$ cat src/rtl/game_pkg.sv
// Shared game definitions: facing encoding, bomb FSM states and grid defaults
// used by both bomb_launcher and stunDetector.
package game_pkg;

  localparam int GRID_W_DEF  = 40;
  localparam int GRID_H_DEF  = 30;
  localparam int COORD_W_DEF = 6;

  localparam logic [1:0] DIR_UP    = 2'd0;
  localparam logic [1:0] DIR_DOWN  = 2'd1;
  localparam logic [1:0] DIR_LEFT  = 2'd2;
  localparam logic [1:0] DIR_RIGHT = 2'd3;

  typedef enum logic [1:0] {
    IDLE     = 2'd0,
    ARMED    = 2'd1,
    BLAST    = 2'd2,
    COOLDOWN = 2'd3
  } bomb_state_e;

  function automatic int max2(input int a, input int b);
    return (a > b) ? a : b;
  endfunction

endpackage

$ cat src/rtl/bomb_timer.sv
// Loadable cycle down-counter with a whole-seconds readout; shared by the
// fuse and cooldown phases of bomb_launcher.
module bomb_timer
  import game_pkg::*;
#(
  parameter int CLK_HZ = 50000000,
  parameter int CNT_W  = 28
) (
  input  logic             clk,
  input  logic             reset,
  input  logic             i_load,
  input  logic [CNT_W-1:0] i_load_cycles,
  input  logic [3:0]       i_load_sec,
  input  logic             i_count,
  output logic             o_done,
  output logic [3:0]       o_sec_left
);

  localparam int TICK_W = $clog2(CLK_HZ + 1);
  localparam logic [TICK_W-1:0] TICK_LOAD = TICK_W'(CLK_HZ);

  logic [CNT_W-1:0]  r_cnt;
  logic [TICK_W-1:0] r_tick;
  logic [3:0]        r_sec;

  always_ff @(posedge clk) begin
    if (reset) begin
      r_cnt  <= '0;
      r_tick <= '0;
      r_sec  <= '0;
    end else if (i_load) begin
      r_cnt  <= i_load_cycles;
      r_tick <= TICK_LOAD;
      r_sec  <= i_load_sec;
    end else if (i_count && (r_cnt != '0)) begin
      r_cnt <= r_cnt - 1'b1;
      // secLeft is a ceiling: it drops once a full second of cycles has elapsed
      if (r_tick <= TICK_W'(1)) begin
        r_tick <= TICK_LOAD;
        if (r_sec != 4'd0) r_sec <= r_sec - 4'd1;
      end else begin
        r_tick <= r_tick - 1'b1;
      end
    end
  end

  assign o_done     = (r_cnt <= CNT_W'(1));
  assign o_sec_left = r_sec;

endmodule

$ cat src/rtl/bomb_launcher.sv
// Per-player bomb source: fire edge -> latched clamped target, fuse, one-cycle
// blast pulse, then a re-arm cooldown.
//
// state    | meaning
// IDLE     | waiting for a fire rise while not stunned; ready=1
// ARMED    | fuse running, bombActive=1, target frozen
// BLAST    | one cycle, bombExploded=1
// COOLDOWN | re-arm lockout, ready=0
module bomb_launcher
  import game_pkg::*;
#(
  parameter int CLK_HZ       = 50000000,
  parameter int FUSE_SEC     = 3,
  parameter int COOLDOWN_SEC = 2,
  parameter int THROW_DIST   = 3,
  parameter int GRID_W       = GRID_W_DEF,
  parameter int GRID_H       = GRID_H_DEF,
  parameter int COORD_W      = COORD_W_DEF
) (
  input  logic               clk,
  input  logic               reset,
  input  logic               fire,
  input  logic [COORD_W-1:0] posX,
  input  logic [COORD_W-1:0] posY,
  input  logic [1:0]         dir,
  input  logic               stunned,
  output logic [COORD_W-1:0] bombPosX,
  output logic [COORD_W-1:0] bombPosY,
  output logic               bombActive,
  output logic               bombExploded,
  output logic               ready,
  output logic [3:0]         secLeft
);

  localparam int CNT_W = $clog2(CLK_HZ * max2(FUSE_SEC, COOLDOWN_SEC) + 1);
  localparam logic [CNT_W-1:0] FUSE_CYC = CNT_W'(FUSE_SEC * CLK_HZ);
  localparam logic [CNT_W-1:0] COOL_CYC = CNT_W'(COOLDOWN_SEC * CLK_HZ);
  localparam int SW = COORD_W + 2;
  localparam logic signed [SW-1:0] DIST  = SW'(THROW_DIST);
  localparam logic signed [SW-1:0] MAX_X = SW'(GRID_W - 1);
  localparam logic signed [SW-1:0] MAX_Y = SW'(GRID_H - 1);

  bomb_state_e r_state;
  logic r_fire_q;
  logic r_active;
  logic r_exploded;
  logic r_ready;
  logic [COORD_W-1:0] r_pos_x;
  logic [COORD_W-1:0] r_pos_y;

  logic w_rise;
  logic w_accept;
  logic w_load;
  logic w_count;
  logic w_done;
  logic [CNT_W-1:0] w_load_cycles;
  logic [3:0] w_load_sec;
  logic signed [SW-1:0] w_tx;
  logic signed [SW-1:0] w_ty;
  logic [COORD_W-1:0] w_cx;
  logic [COORD_W-1:0] w_cy;

  assign w_rise   = fire & ~r_fire_q;
  assign w_accept = (r_state == IDLE) & w_rise & ~stunned;

  // Target math is signed and two bits wider so off-grid results clamp cleanly
  always_comb begin
    w_tx = $signed({2'b00, posX});
    w_ty = $signed({2'b00, posY});
    case (dir)
      DIR_UP:    w_ty = w_ty - DIST;
      DIR_DOWN:  w_ty = w_ty + DIST;
      DIR_LEFT:  w_tx = w_tx - DIST;
      default:   w_tx = w_tx + DIST;
    endcase
    if (w_tx < 0)          w_cx = '0;
    else if (w_tx > MAX_X) w_cx = MAX_X[COORD_W-1:0];
    else                   w_cx = w_tx[COORD_W-1:0];
    if (w_ty < 0)          w_cy = '0;
    else if (w_ty > MAX_Y) w_cy = MAX_Y[COORD_W-1:0];
    else                   w_cy = w_ty[COORD_W-1:0];
  end

  always_comb begin
    w_load        = w_accept;
    w_load_cycles = FUSE_CYC;
    w_load_sec    = 4'(FUSE_SEC);
    if ((r_state == BLAST) && (COOLDOWN_SEC != 0)) begin
      w_load        = 1'b1;
      w_load_cycles = COOL_CYC;
      w_load_sec    = 4'd0;
    end
  end

  assign w_count = (r_state == ARMED) | (r_state == COOLDOWN);

  bomb_timer #(
    .CLK_HZ (CLK_HZ),
    .CNT_W  (CNT_W)
  ) u_timer (
    .clk           (clk),
    .reset         (reset),
    .i_load        (w_load),
    .i_load_cycles (w_load_cycles),
    .i_load_sec    (w_load_sec),
    .i_count       (w_count),
    .o_done        (w_done),
    .o_sec_left    (secLeft)
  );

  always_ff @(posedge clk) begin
    if (reset) begin
      r_state    <= IDLE;
      r_fire_q   <= 1'b1;
      r_active   <= 1'b0;
      r_exploded <= 1'b0;
      r_ready    <= 1'b1;
      r_pos_x    <= '0;
      r_pos_y    <= '0;
    end else begin
      r_fire_q   <= fire;
      r_exploded <= 1'b0;
      case (r_state)
        IDLE: begin
          if (w_accept) begin
            r_state  <= ARMED;
            r_pos_x  <= w_cx;
            r_pos_y  <= w_cy;
            r_active <= 1'b1;
            r_ready  <= 1'b0;
          end
        end
        ARMED: begin
          if (w_done) begin
            r_state    <= BLAST;
            r_active   <= 1'b0;
            r_exploded <= 1'b1;
          end
        end
        BLAST: begin
          if (COOLDOWN_SEC == 0) begin
            r_state <= IDLE;
            r_ready <= 1'b1;
          end else begin
            r_state <= COOLDOWN;
          end
        end
        default: begin
          if (w_done) begin
            r_state <= IDLE;
            r_ready <= 1'b1;
          end
        end
      endcase
    end
  end

  assign bombPosX     = r_pos_x;
  assign bombPosY     = r_pos_y;
  assign bombActive   = r_active;
  assign bombExploded = r_exploded;
  assign ready        = r_ready;

endmodule

$ cat config.mk
export PLATFORM = sky130hd
export DESIGN_NAME = bomb_launcher
export DESIGN_NICKNAME = d
export VERILOG_FILES = /design/src/rtl/game_pkg.sv /design/src/rtl/bomb_timer.sv /design/src/rtl/bomb_launcher.sv
export SDC_FILE = /design/constraint.sdc
export NUM_CORES = 1
export LEC_CHECK = 0
export CORE_ASPECT_RATIO = 2
export CORE_MARGIN = 5
export CORE_UTILIZATION = 58
export CTS_CLUSTER_SIZE = 8
export DETAILED_ROUTE_END_ITERATION = 16
export PLACE_DENSITY_LB_ADDON = 0.15
export SLEW_MARGIN = 0
export SYNTH_ARGS = -nofsm -noshare
export SYNTH_HDL_FRONTEND = slang
export SYNTH_SLANG_ARGS = --single-unit
$ cat constraint.sdc
create_clock -name clk -period 3.05 [get_ports clk]
set_input_delay 0.61 -clock clk [delete_from_list [all_inputs] [get_ports clk]]
set_output_delay 0.61 -clock clk [all_outputs]
set_load 0.05 [all_outputs]
==> impl_metrics.py, run 1 <==
metrics = {
    "run_status": {
        "status": "finished clean",
    },
    "global_routing": {
        "antenna_found_initial": 0,
        "overflow": 0,
        "first_global_vias": 3844,
        "grt_pass1_wl_um": 16900,
        "grt_max_degree": 26,
        "track_usage_pct": 23.0,
    },
    "floorplanning": {
        "die_h_um": 129,
        "core_um2": 6940,
        "rows": 43,
        "ios": 37,
        "die_x_um": 69.5,
        "fp.dieArea_um2": 8970,
        "start_util_pct": 59.2,
    },
    "synthesis": {
        "ys_types": 61,
        "synth_common_cells": "dfxtp_1 (76), nor2_1 (61), a21oi_1 (38)",
        "synth_seq_cells": 76,
        "seq_area_frac_synth_pct": 37.0,
        "syn_area_per_cell_um2": 8.32,
        "yosysTopAreaCell": "dfxtp_1",
        "synth.top_cell.area_share_pct": 37.0,
        "async_reset_ff_share_pct": 0,
        "synth-edff-count": 0,
        "ys_warn_count": 0,
        "syn_inst": 494,
        "ys.flop_type": "dfxtp_1",
        "yosysMostFrequentCell": "dfxtp_1",
        "syn_nets": 527,
        "synthTopCellsByArea": "dfxtp_1 (37%), xnor2_1 (6.2%), nor2_1 (5.6%)",
        "netlist_area_um2": 4110,
    },
    "worst_setup_path": {
        "regToRegStartpoint": "u_timer.r_cnt[16]$_SDFFE_PP0P_",
        "worst-setup-path-type": "reg2reg",
        "cp.arrival_ps": 2820,
        "start_kind": "register",
        "critPathLaunch": "u_timer.r_cnt[16]$_SDFFE_PP0P_",
        "endpoint_kind": "register",
        "cp.required_ps": 3310,
        "crit_path_max_fanout": 23,
    },
    "pwr": {
        "peakVddDrop_v": 0.000452,
        "p_leak_uw": 0.00183,
        "pwr_density_cell_nw_per_um2": 1140,
    },
    "cts": {
        "clk_pin_slew_worst_paths_ps": 60,
        "clkLatencyLatePin_ps": 340,
        "cts-resized-gates": 0,
        "cts.htree.levels": 3,
        "cts_root_buffer": "clkbuf_16",
        "cts_setup_buffers": 0,
        "cts_tree": "done",
        "cts_max_path_buffers": 2,
        "postCtsHoldBufs": 0,
        "clock_sinks": 76,
        "cts_inserted_buffers": 9,
    },
    "flow_run": {
        "cap_violations": 0,
    },
    "routing": {
        "vias_per_cell": 6.02,
        "routedWlPerCell_um": 16.0,
        "ant_nets": 0,
        "drt-initial-drc-count": 187,
        "drc": 0,
        "totalWireLength_um": 10000,
        "vias": 3781,
        "dr.pass1.iters": 4,
    },
    "sta": {
        "relSlewSlack_pct": 38.2,
        "hold_violations": 0,
        "min_period_over_period_pct": 83.9,
        "rsz0062_at_grt": "false",
        "worst_slack_ps": 491,
        "finalSetupTns_ps": 0,
        "period_needed_ps": 2560,
        "fmax_mhz": 391,
        "tightestPinTransition_ps": 920,
        "skew_ps": 5.54,
        "setup_viol": 0,
        "finalMaxSlewViolations": 0,
    },
    "place": {
        "place_ws_ps": 260,
        "post-dp-hpwl_um": 7270,
        "gp_congestion": 0.869,
        "io_buffers": 36,
    },
    "final_layout": {
        "syn_to_final_growth_pct": 20.4,
        "final_nets": 566,
        "drive_gt1_share_pct": 7.81,
        "diodes": 0,
    },
    "hold_path": {
        "hp-class": "reg2reg",
        "holdCritStartpoint": "bombPosX[4]$_SDFFE_PP0P_",
    },
}
-- routing by layer --
layer  GRT usage (%)  vias up  routed length [um]
met4            14.4        0                 314
met5               0        -                   0
met3            3.80       30                 299
met1            22.5     1819                3870
li1                -     1858                   -
met2            44.0       74                5570
-- power by group --
group / leakage [uW] / internal (uW) / switching, uW
registers: 0.000618 / 1260 / 283
clock network: 0.000169 / 821 / 414
logic: 0.00104 / 1150 / 1720
-- stage by stage --
step / std cells / area (um^2) / utilization, % / hold slack [ps] / power (uW)
floorplan: 494 / 4110 / - / 458 / 3700
global placement: 612 / 4600 / 66.3 / 442 / 4290
detailed placement: 612 / 4600 / 66.3 / 453 / 4380
CTS: 628 / 4950 / 71.3 / 467 / 5640
global route: 628 / 4950 / 71.3 / 480 / 6040
finish: 628 / 4950 / 71.3 / 458 / 5650
-- final timing paths --
check | to | slack, ps | cells past startpoint
max | u_timer.r_tick[5]$_SDFFE_PP0P_ | 490 | 5
min | bombPosX[4]$_SDFFE_PP0P_ | 460 | 2
max reg2reg | u_timer.r_tick[5]$_SDFFE_PP0P_ | 490 | 5
min reg2reg | bombPosX[4]$_SDFFE_PP0P_ | 460 | 2
-- worst max-delay path: stages, from the launching register on --
cell and delay, ps:
dfxtp_1 360, nor4_1 530, nand4_1 310, o22a_1 580, a21o_1 470, nor2_1 220
-- logic make-up (layout without fill, tap and decap cells) --
| group | count (synthesis) | count (layout) | share of synthesized area (%) |
|---|---|---|---|
| AOI/OAI and AO/OA | 104 | 104 | 16.6 |
| and+or+nand+nor | 208 | 208 | 26.5 |
| adders and majority gates | 15 | 15 | 4.56 |
| xor gates and xnor gates | 52 | 52 | 11.1 |
| buffers and inverters | 36 | 80 | 3.41 |
| DFF | 76 | 76 | 37.0 |
| muxes | 3 | 3 | 0.761 |
-- sequential cells by signal (all words and copies together) (netlist names) --
register	flops
r_state	2
bombPosX	6
u_timer.o_sec_left	4
ready	1
bombPosY	6
bombExploded	1
bombActive	1
u_timer.r_tick	26
r_fire_q	1
u_timer.r_cnt	28
-- cell usage in the layout, fill, tap and decap left out, types with 13 or more instances in the layout --
master            n
dfxtp_1          76
nor2_1           61
a21oi_1          38
clkdlybuf4s50_1  36
xnor2_1          29
nand2_1          27
nor3_1           25
xor2_1           23
nor4_1           20
o21ai_0          20
nand3_1          18
inv_1            15
ha_1             15
buf_4            13
-- cell type report --
type,instances,area (um^2)
Multi-Input combinational cell,382,2450
Fill cell,546,1990
Sequential cell,76,1520
Timing Repair Buffer,49,458
Clock buffer,10,239
Tap cell,90,113
Clock inverter,6,111
Inverter,15,56.3
No activity file was read; power rests on OpenSTA's default activity.
==> inputs of run 2 (changes only) <==
--- a/config.mk
+++ b/config.mk
@@ -7,7 +7,7 @@
 export LEC_CHECK = 0
 export CORE_ASPECT_RATIO = 2
 export CORE_MARGIN = 5
-export CORE_UTILIZATION = 58
+export CORE_UTILIZATION = 52
 export CTS_CLUSTER_SIZE = 8
 export DETAILED_ROUTE_END_ITERATION = 16
 export PLACE_DENSITY_LB_ADDON = 0.15
==> constraint.sdc (replaced) <==
create_clock -name clk -period 2.3 [get_ports clk]
set_input_delay 0.46 -clock clk [delete_from_list [all_inputs] [get_ports clk]]
set_output_delay 0.46 -clock clk [all_outputs]
set_load 0.05 [all_outputs]
==> impl_metrics.py, run 2 (synthesis gave the netlist of run 1 again) <==
metrics = {
    "sta": {
        "skew_ps": 6.14,
        "hold_violations": 0,
        "min_period_over_period_pct": 103,
        "tightestPinTransition_ps": 593,
        "finalMaxSlewViolations": 0,
        "rsz0062_at_grt": "true",
        "whs_ps": 456,
        "worst_slack_ps": -65.5,
        "relSlewSlack_pct": 60.3,
        "fmax_mhz": 423,
        "setup_viol": 1,
        "period_needed_ps": 2370,
    },
    "place": {
        "gp_congestion": 0.822,
        "post-dp-hpwl_um": 6960,
        "place_ws_ps": -321,
        "io_buffers": 36,
    },
    "pwr": {
        "peakVddDrop_v": 0.00132,
        "clockPowerShare_pct": 18.9,
        "p_leak_uw": 0.00207,
        "pwr-share-seq_pct": 25.6,
        "switching_share_pct": 41.7,
        "p_sw_uw": 3310,
        "combinationalPowerShare_pct": 55.5,
        "pwr_density_cell_nw_per_um2": 1480,
        "internal_power_uw": 4620,
    },
    "worst_setup_path": {
        "crit_path_max_fanout": 5,
        "reg2reg_slack_ps": -70,
        "regToRegStartpoint": "u_timer.r_tick[16]$_SDFFE_PP0P_",
        "r2r_cells": 6,
        "worst-setup-path-type": "reg2reg",
        "cp.arrival_ps": 2590,
        "critPathLaunch": "u_timer.r_tick[16]$_SDFFE_PP0P_",
        "start_kind": "register",
        "cp.required_ps": 2520,
        "endpoint_kind": "register",
    },
    "final_layout": {
        "drive_gt1_share_pct": 17.3,
        "final_common_cell": "dfxtp_1",
        "top_regs": "u_timer.r_cnt x28, u_timer.r_tick x26",
        "diodes": 0,
        "final_util_pct": 68.6,
        "regMostFlops": "u_timer.r_cnt",
        "largest_reg_flops": 28,
        "final_nets": 612,
        "syn_to_final_growth_pct": 30.5,
        "final_cell_mix": "dfxtp_1 (76), nor2_1 (60), buf_4 (56)",
    },
    "cts": {
        "cts.htree.levels": 3,
        "cts_root_buffer": "clkbuf_16",
        "clk_pin_slew_worst_paths_ps": 60,
        "clkLatencyLatePin_ps": 340,
        "clock_sinks": 76,
        "cts_max_path_buffers": 2,
        "cts_inserted_buffers": 9,
        "cts_tree": "done",
    },
    "floorplanning": {
        "ios": 37,
        "start_util_pct": 52.5,
        "core_um2": 7830,
        "fp.dieArea_um2": 9890,
        "rows": 46,
        "die_x_um": 72.9,
        "die_h_um": 136,
    },
    "routing": {
        "drt-initial-drc-count": 246,
        "totalWireLength_um": 10000,
        "ant_nets": 0,
        "routedWlPerCell_um": 14.7,
        "dr.pass1.iters": 5,
        "drc": 0,
        "vias": 3828,
        "vias_per_cell": 5.63,
    },
    "flow_run": {
        "cap_violations": 0,
    },
    "hold_path": {
        "holdCritStartpoint": "bombPosX[5]$_SDFFE_PP0P_",
        "hold_depth": 2,
        "hp-class": "reg2reg",
    },
    "global_routing": {
        "grt_max_degree": 32,
        "antenna_found_initial": 0,
        "overflow": 0,
        "track_usage_pct": 21.3,
        "grt_pass1_wl_um": 16900,
        "first_global_vias": 3640,
    },
    "run_status": {
        "violations": "setup timing",
        "status": "finished, violations left",
    },
}
==> run 2: metrics by stage <==
step / total power [uW] / std cells / setup TNS [ps] / instance area (um^2)
after floorplan: 4900 / 494 / 0 / 4110
after global placement: 6020 / 662 / -2060 / 4950
after detailed placement: 6090 / 662 / -2650 / 4950
after CTS: 7700 / 679 / 0 / 5280
after global routing: 8530 / 680 / -883 / 5370
final: 7930 / 680 / -65.5 / 5370
==> run 2: worst max-delay path: stages (launching register included) <==
cell and delay, ps:
dfxtp_1 310, or4_4 540, or4b_4 550, o31a_1 370, o31ai_2 90, a21oi_1 100, a311oi_1 300
==> run 2: area by class of cell <==
type | instances | area, um^2
Multi-Input combinational cell | 383 | 2540
Fill cell | 681 | 2460
Sequential cell | 76 | 1520
Timing Repair Buffer | 94 | 812
Clock buffer | 11 | 243
Tap cell | 96 | 120
Clock inverter | 5 | 75.1
Inverter | 15 | 56.3
==> run 2: path summary, 6_finish.rpt <==
path                                          end
setup / recovery  u_timer.r_tick[14]$_SDFFE_PP0P_
hold / removal           bombPosX[5]$_SDFFE_PP0P_
setup reg to reg  u_timer.r_tick[14]$_SDFFE_PP0P_
hold reg to reg          bombPosX[5]$_SDFFE_PP0P_
==> run 2: timing repair <==
action / CTS / global route
gates cloned: 1 / 0
gates resized for setup: 0 / 18
hold buffers: 0 / 0
pin swaps: 1 / 8
endpoints found under the setup margin: 8 / 47
buffers inserted: 0 / 1
==> run 2: metal layers <==
metal	share of wire (%)	GRT usage, %	up-vias
li1	-	-	1950
met3	3.0	4.46	11
met2	50	32.9	66
met5	0	0	-
met4	1.4	8.62	0
met1	46	28.7	1801
==> run 2: power by group through the flow <==
stage	Clock (uW)	Combinational, uW	Sequential [uW]
2_1_floorplan	0	2840	2070
3_3_place_gp	0	4000	2020
3_5_place_dp	0	4060	2030
4_1_cts	1530	4170	2000
5_1_grt	1590	4860	2080
6_report	1500	4400	2030
